$ cat src/rtl/pixel_write_queue_pkg.sv
// pixel_write_queue_pkg: shared widths, colours, FSM encoding and screen size for the pixel path
package pixel_write_queue_pkg;
    localparam int COORD_W  = 7;
    localparam int COLOUR_W = 3;
    localparam int SCREEN_W = 128;
    localparam int SCREEN_H = 120;
    localparam logic [COLOUR_W-1:0] BLACK = 3'b000;
    localparam logic [0:0] S_IDLE  = 1'b0;
    localparam logic [0:0] S_SWEEP = 1'b1;
    typedef struct packed {
        logic [COORD_W-1:0]  x;
        logic [COORD_W-1:0]  y;
        logic [COLOUR_W-1:0] c;
    } pixel_t;
endpackage

$ cat src/rtl/pixel_write_queue_fifo.sv
// pixel_fifo: circular pixel buffer with count-based full/empty
//   clk, resetn      clock, async active-low reset
//   push, din        write request and data (dropped when full)
//   pop, dout        read request and head-of-queue data (ignored when empty)
//   full, empty      occupancy flags derived from the registered count
module pixel_fifo #(
    parameter int DEPTH = 16,
    parameter int DW    = 17
) (
    input  logic          clk,
    input  logic          resetn,
    input  logic          push,
    input  logic          pop,
    input  logic [DW-1:0] din,
    output logic [DW-1:0] dout,
    output logic          full,
    output logic          empty
);
    localparam int AW = $clog2(DEPTH);
    logic [DW-1:0] mem_q [DEPTH];
    logic [AW-1:0] wr_q, rd_q;
    logic [AW:0]   cnt_q;
    logic          do_push, do_pop;
    assign full    = cnt_q == (AW+1)'(DEPTH);
    assign empty   = cnt_q == '0;
    assign do_push = push && !full;
    assign do_pop  = pop && !empty;
    assign dout    = mem_q[rd_q];
    // pointers wrap naturally because DEPTH is a power of two
    always_ff @(posedge clk or negedge resetn) begin
        if (!resetn) begin
            wr_q  <= '0;
            rd_q  <= '0;
            cnt_q <= '0;
        end else begin
            wr_q  <= wr_q + AW'(do_push);
            rd_q  <= rd_q + AW'(do_pop);
            cnt_q <= cnt_q + (AW+1)'(do_push) - (AW+1)'(do_pop);
        end
    end
    always_ff @(posedge clk) begin
        if (do_push) mem_q[wr_q] <= din;
    end
endmodule

$ cat src/rtl/pixel_write_queue.sv
// pixel_write_queue: buffers pixel writes for the VGA adapter and sweeps the screen black
//   clk, resetn             clock, async active-low reset
//   wr_en, x_in, y_in, c_in pixel write from the drawing datapath
//   clr_start               one-cycle request for a full-screen black sweep
//   x_out, y_out, c_out     registered pixel to the adapter, qualified by plot
//   full, empty             FIFO occupancy
//   overflow                sticky dropped-write flag
//   clr_busy                high while sweep pixels are on the outputs
module pixel_write_queue
    import pixel_write_queue_pkg::*;
#(
    parameter int DEPTH          = 16,
    parameter int WIDTH          = SCREEN_W,
    parameter int HEIGHT         = SCREEN_H,
    parameter bit CLEAR_ON_RESET = 1'b1
) (
    input  logic                clk,
    input  logic                resetn,
    input  logic                wr_en,
    input  logic [COORD_W-1:0]  x_in,
    input  logic [COORD_W-1:0]  y_in,
    input  logic [COLOUR_W-1:0] c_in,
    input  logic                clr_start,
    output logic [COORD_W-1:0]  x_out,
    output logic [COORD_W-1:0]  y_out,
    output logic [COLOUR_W-1:0] c_out,
    output logic                plot,
    output logic                full,
    output logic                empty,
    output logic                overflow,
    output logic                clr_busy
);
    localparam logic [0:0] RST_STATE = CLEAR_ON_RESET ? S_SWEEP : S_IDLE;
    logic [0:0]         state_q, state_d;
    logic [COORD_W-1:0] sx_q, sx_d, sy_q, sy_d;
    pixel_t             pix_q, pix_d, din, dout;
    logic               plot_q, ovf_q, busy_q;
    logic               sweeping, row_end, last, pop;
    assign din      = '{x: x_in, y: y_in, c: c_in};
    assign sweeping = state_q == S_SWEEP;
    assign row_end  = sx_q == COORD_W'(WIDTH - 1);
    assign last     = row_end && sy_q == COORD_W'(HEIGHT - 1);
    assign pop      = !sweeping && !empty;
    pixel_fifo #(.DEPTH(DEPTH), .DW($bits(pixel_t))) u_fifo (
        .clk   (clk),
        .resetn(resetn),
        .push  (wr_en),
        .pop   (pop),
        .din   (din),
        .dout  (dout),
        .full  (full),
        .empty (empty)
    );
    always_comb begin
        state_d = sweeping ? (last ? S_IDLE : S_SWEEP) : (clr_start ? S_SWEEP : S_IDLE);
        sx_d    = (sweeping && !row_end) ? sx_q + 1'b1 : '0;
        sy_d    = (sweeping && !last) ? sy_q + COORD_W'(row_end) : '0;
        pix_d   = sweeping ? '{x: sx_q, y: sy_q, c: BLACK} : (pop ? dout : pix_q);
    end
    // clr_busy follows the state one cycle late so it covers exactly the cycles showing sweep pixels
    always_ff @(posedge clk or negedge resetn) begin
        if (!resetn) begin
            state_q <= RST_STATE;
            sx_q    <= '0;
            sy_q    <= '0;
            pix_q   <= '0;
            plot_q  <= 1'b0;
            ovf_q   <= 1'b0;
            busy_q  <= CLEAR_ON_RESET;
        end else begin
            state_q <= state_d;
            sx_q    <= sx_d;
            sy_q    <= sy_d;
            pix_q   <= pix_d;
            plot_q  <= sweeping || pop;
            ovf_q   <= ovf_q || (wr_en && full);
            busy_q  <= sweeping;
        end
    end
    assign x_out    = pix_q.x;
    assign y_out    = pix_q.y;
    assign c_out    = pix_q.c;
    assign plot     = plot_q;
    assign overflow = ovf_q;
    assign clr_busy = busy_q;
endmodule

$ cat config.mk
export PLATFORM = sky130hd
export DESIGN_NAME = pixel_write_queue
export DESIGN_NICKNAME = d
export VERILOG_FILES = /design/src/rtl/pixel_write_queue_pkg.sv /design/src/rtl/pixel_write_queue_fifo.sv /design/src/rtl/pixel_write_queue.sv
export SDC_FILE = /design/constraint.sdc
export NUM_CORES = 1
export LEC_CHECK = 0
export CAP_MARGIN = 20
export CORE_MARGIN = 2
export CORE_UTILIZATION = 55
export DETAILED_ROUTE_END_ITERATION = 12
export PLACE_DENSITY = 0.73
export SETUP_SLACK_MARGIN = 0.15
export SLEW_MARGIN = 20
export SYNTH_ARGS = -nofsm -noshare
export SYNTH_HDL_FRONTEND = slang
export SYNTH_SLANG_ARGS = --single-unit
$ cat constraint.sdc
create_clock -name clk -period 8.7 [get_ports clk]
set_input_delay 2.175 -clock clk [delete_from_list [all_inputs] [get_ports clk]]
set_output_delay 2.175 -clock clk [all_outputs]
set_load 0.1 [all_outputs]
==> reports/metrics.yaml <==
cp-end-kind: "output port"
fmaxAchievable_ghz: 0.1795
hold_ws_ns: 0.4569
regArea_mm2: 0.009376
worstPathMaxFanout: 18
cts.htree.levels: 1
drt_iter0_markers: 691
start_util_pct: 55.81
first_pass_iters: 5
clockRootBuffer: "clkbuf_16"
min_path_type: "flip-flop to flip-flop"
whs_path_depth: 1
synth.distinct_cells: 44
grt.overflow.total: 0
ys_seq_elements: 320
ys_seq_area_share_pct: 74.62
rows: 55
p_total_mw: 3.538
timing.final.crit_share_pct: 64.04
drv_cap: 0
cp.required_ns: 6.53
drcViolationCount: 0
dieArea_mm2: 0.02406
status: "completed"
critPathLaunch: "u_fifo.cnt_q[3]"
cp_cell_sequence: "inv_1 > ha_1 > or4b_1 > inv_4 > clkdlybuf4s50_1"
hold_violations: 0
drive_above_1_share_pct: 22.07
fp.dieH_um: 155.1
vias_per_cell: 6.175
antenna_cells: 0
min_from: "overflow"
cts.sinks: 320
drv_slew: 0
cts_tree: "done"
place_inst: 935
die_w_um: 155.1
synth_edf_count: 272
stdcell_area_mm2: 0.01428
rsz0062_at_grt: "false"
wirelength_um: 26100
finish.utilization_pct: 63.46
setup_tns_ns: 0
synth_flop_cell: "edfxtp_1"
grt_pass1_wl_um: 38930
power_leakage_nw: 4.760
powerDensity_mw_per_mm2: 247.8
cts_buffer_depth: 3
crit_slowest_cell: "clkdlybuf4s50_1"
placed_cell_area_mm2: 0.01328
clk_pin_slew_ns: 0.06
finClkSkew_ns: 0.03022
syn_avg_cell_area_um2: 19.97
vias: 6126
layout_min_cycle_time_ns: 5.571
path_class: "flip-flop to output port"
cts-buffers-inserted: 31
ant_nets: 0
grt_usage_pct: 22.27
ios: 43
max_stage_delay_ns: 1.19
synth_nets: 663
wire_per_inst_um: 26.31
io_buffer_count: 42
area_growth_pct: 13.72
first_global_vias: 6342
grt_max_degree: 70
fillers: 1484
clk_latency_ns: 0.56
hold_buffers: 0
relSlewSlack_pct: 27.03
yosysWarnings: 0
setup_violations: 0
netlist_area_mm2: 0.01256
whs_endpoint: "overflow"
pre_cts_slack_ns: 3.637
worst_r2r_startpoint: "u_fifo.cnt_q[3]"
dpl.hpwl_um: 16260
critical_path_arrival_ns: 3.40
cts.repair.resized: 0
cts_setup_buffers: 0
r2r_slack_ns: 5.22
antenna_found_initial: 0
fin_ws_ns: 3.129
core_area_mm2: 0.02250
nNetsFinal: 718
tightest_slew_ns: 1.090
r2r_cells: 14
critPathLaunchType: "flip-flop"
multi_input_area_mm2: 0.003018
synthArstFlopShare_pct: 15.00
postSynthCellCount: 629
instances_no_fill: 992
vdd_drop_max_v: 0.0001770
worstReg2RegEnd: "u_fifo.cnt_q[4]"
place_congestion: 0.8260
## worst max-delay path, delay by kind of cell, from the launching register on
family	cells	cell delay [ns]
buffers and inverters	3	1.60
flip-flops	1	0.38
adder cells (fa/ha/maj)	1	0.16
AND/OR/NAND/NOR	1	0.70
## synth_stat cells (2+ instances only)
master | instances | share of area [%]
nand2_1 | 40 | 1.2
xor2_1 | 9 | 0.63
and3_1 | 3 | 0.15
nand2b_1 | 4 | 0.20
buf_2 | 13 | 0.52
dfrtp_1 | 46 | 9.2
mux2_2 | 14 | 1.3
mux4_1 | 5 | 1.0
a21o_1 | 2 | 0.12
mux2i_1 | 5 | 0.40
nand3_1 | 7 | 0.28
a21oi_1 | 6 | 0.24
mux4_2 | 66 | 12
o21ai_1 | 5 | 0.20
a221oi_1 | 5 | 0.35
nor3_1 | 6 | 0.24
o2111ai_1 | 8 | 0.56
buf_6 | 3 | 0.27
inv_1 | 15 | 0.45
nor3b_1 | 5 | 0.30
and2_1 | 3 | 0.15
nor2_1 | 25 | 0.75
clkbuf_1 | 8 | 0.24
dfstp_2 | 2 | 0.42
buf_4 | 3 | 0.18
xnor2_1 | 10 | 0.70
ha_1 | 12 | 1.2
nand3b_1 | 3 | 0.18
edfxtp_1 | 272 | 65
o21ai_0 | 2 | 0.080
nand4_1 | 2 | 0.10
a22oi_1 | 8 | 0.48
## registers in the layout (all words and copies together), names as in the netlist, 3 cells and up
signal / count
u_fifo.mem_q: 272
u_fifo.rd_q: 4
y_out: 7
u_fifo.wr_q: 4
c_out: 3
u_fifo.cnt_q: 5
sx_q: 7
x_out: 7
sy_q: 7
## cell usage in the layout (no fill, tap or decap), types with 9 or more instances in the layout
master             n
ha_1              12
inv_1             15
clkbuf_16         31
edfxtp_1         272
mux2_2            14
clkinv_1          11
nor2_2            11
xor2_1             9
nor2_1            13
clkdlybuf4s50_1   41
xnor2_1           10
nand2_1           40
mux4_2            66
dfrtp_1           44
## cell families after synthesis
group | after synthesis | share of synthesized area [%]
compound gates | 39 | 2.371
xor+xnor | 19 | 1.325
fa+ha+maj | 13 | 1.355
buf+inv | 44 | 1.823
flops | 320 | 74.62
mux | 90 | 14.54
simple gates | 104 | 3.965
## metal layers
layer | up-vias | wire, um | GRT usage (%)
li1 | 2627 | - | -
met1 | 3208 | 10970 | 32.18
met2 | 253 | 12810 | 36.44
met3 | 38 | 1911 | 3.928
met4 | 0 | 414 | 4.806
met5 | - | 0 | 0
## worst max-delay path by stage
| stage | endpoint | slack, ns | cells past startpoint |
|---|---|---|---|
| 6_report | empty | 3.13 | 5 |
| 3_3_place_gp | empty | 3.78 | 5 |
| 3_5_place_dp | u_fifo.mem_q[12][15] | 3.64 | 4 |
| 5_1_grt | empty | 3.02 | 5 |
| 2_1_floorplan | full | 2.97 | 3 |
| 4_1_cts | empty | 3.10 | 5 |
## report_power, final
group,switching [mW],total [mW],leakage (nW),internal [mW]
Clock,0.538,1.30,0.485,0.764
Sequential,0.0591,1.89,3.06,1.83
Combinational,0.237,0.351,1.21,0.114
Total,0.834,3.54,4.76,2.70
## final cells by class
type                    instances  share of cell area (%)
repair buffers                 50                   3.373
clock inverters                21                   1.367
well taps                     285                   2.497
multi-input cells             265                   21.13
inverters                      16                  0.4381
flip-flops and latches        320                   65.66
clock buffers                  35                   5.537
No activity file was read; power rests on OpenSTA's default activity.
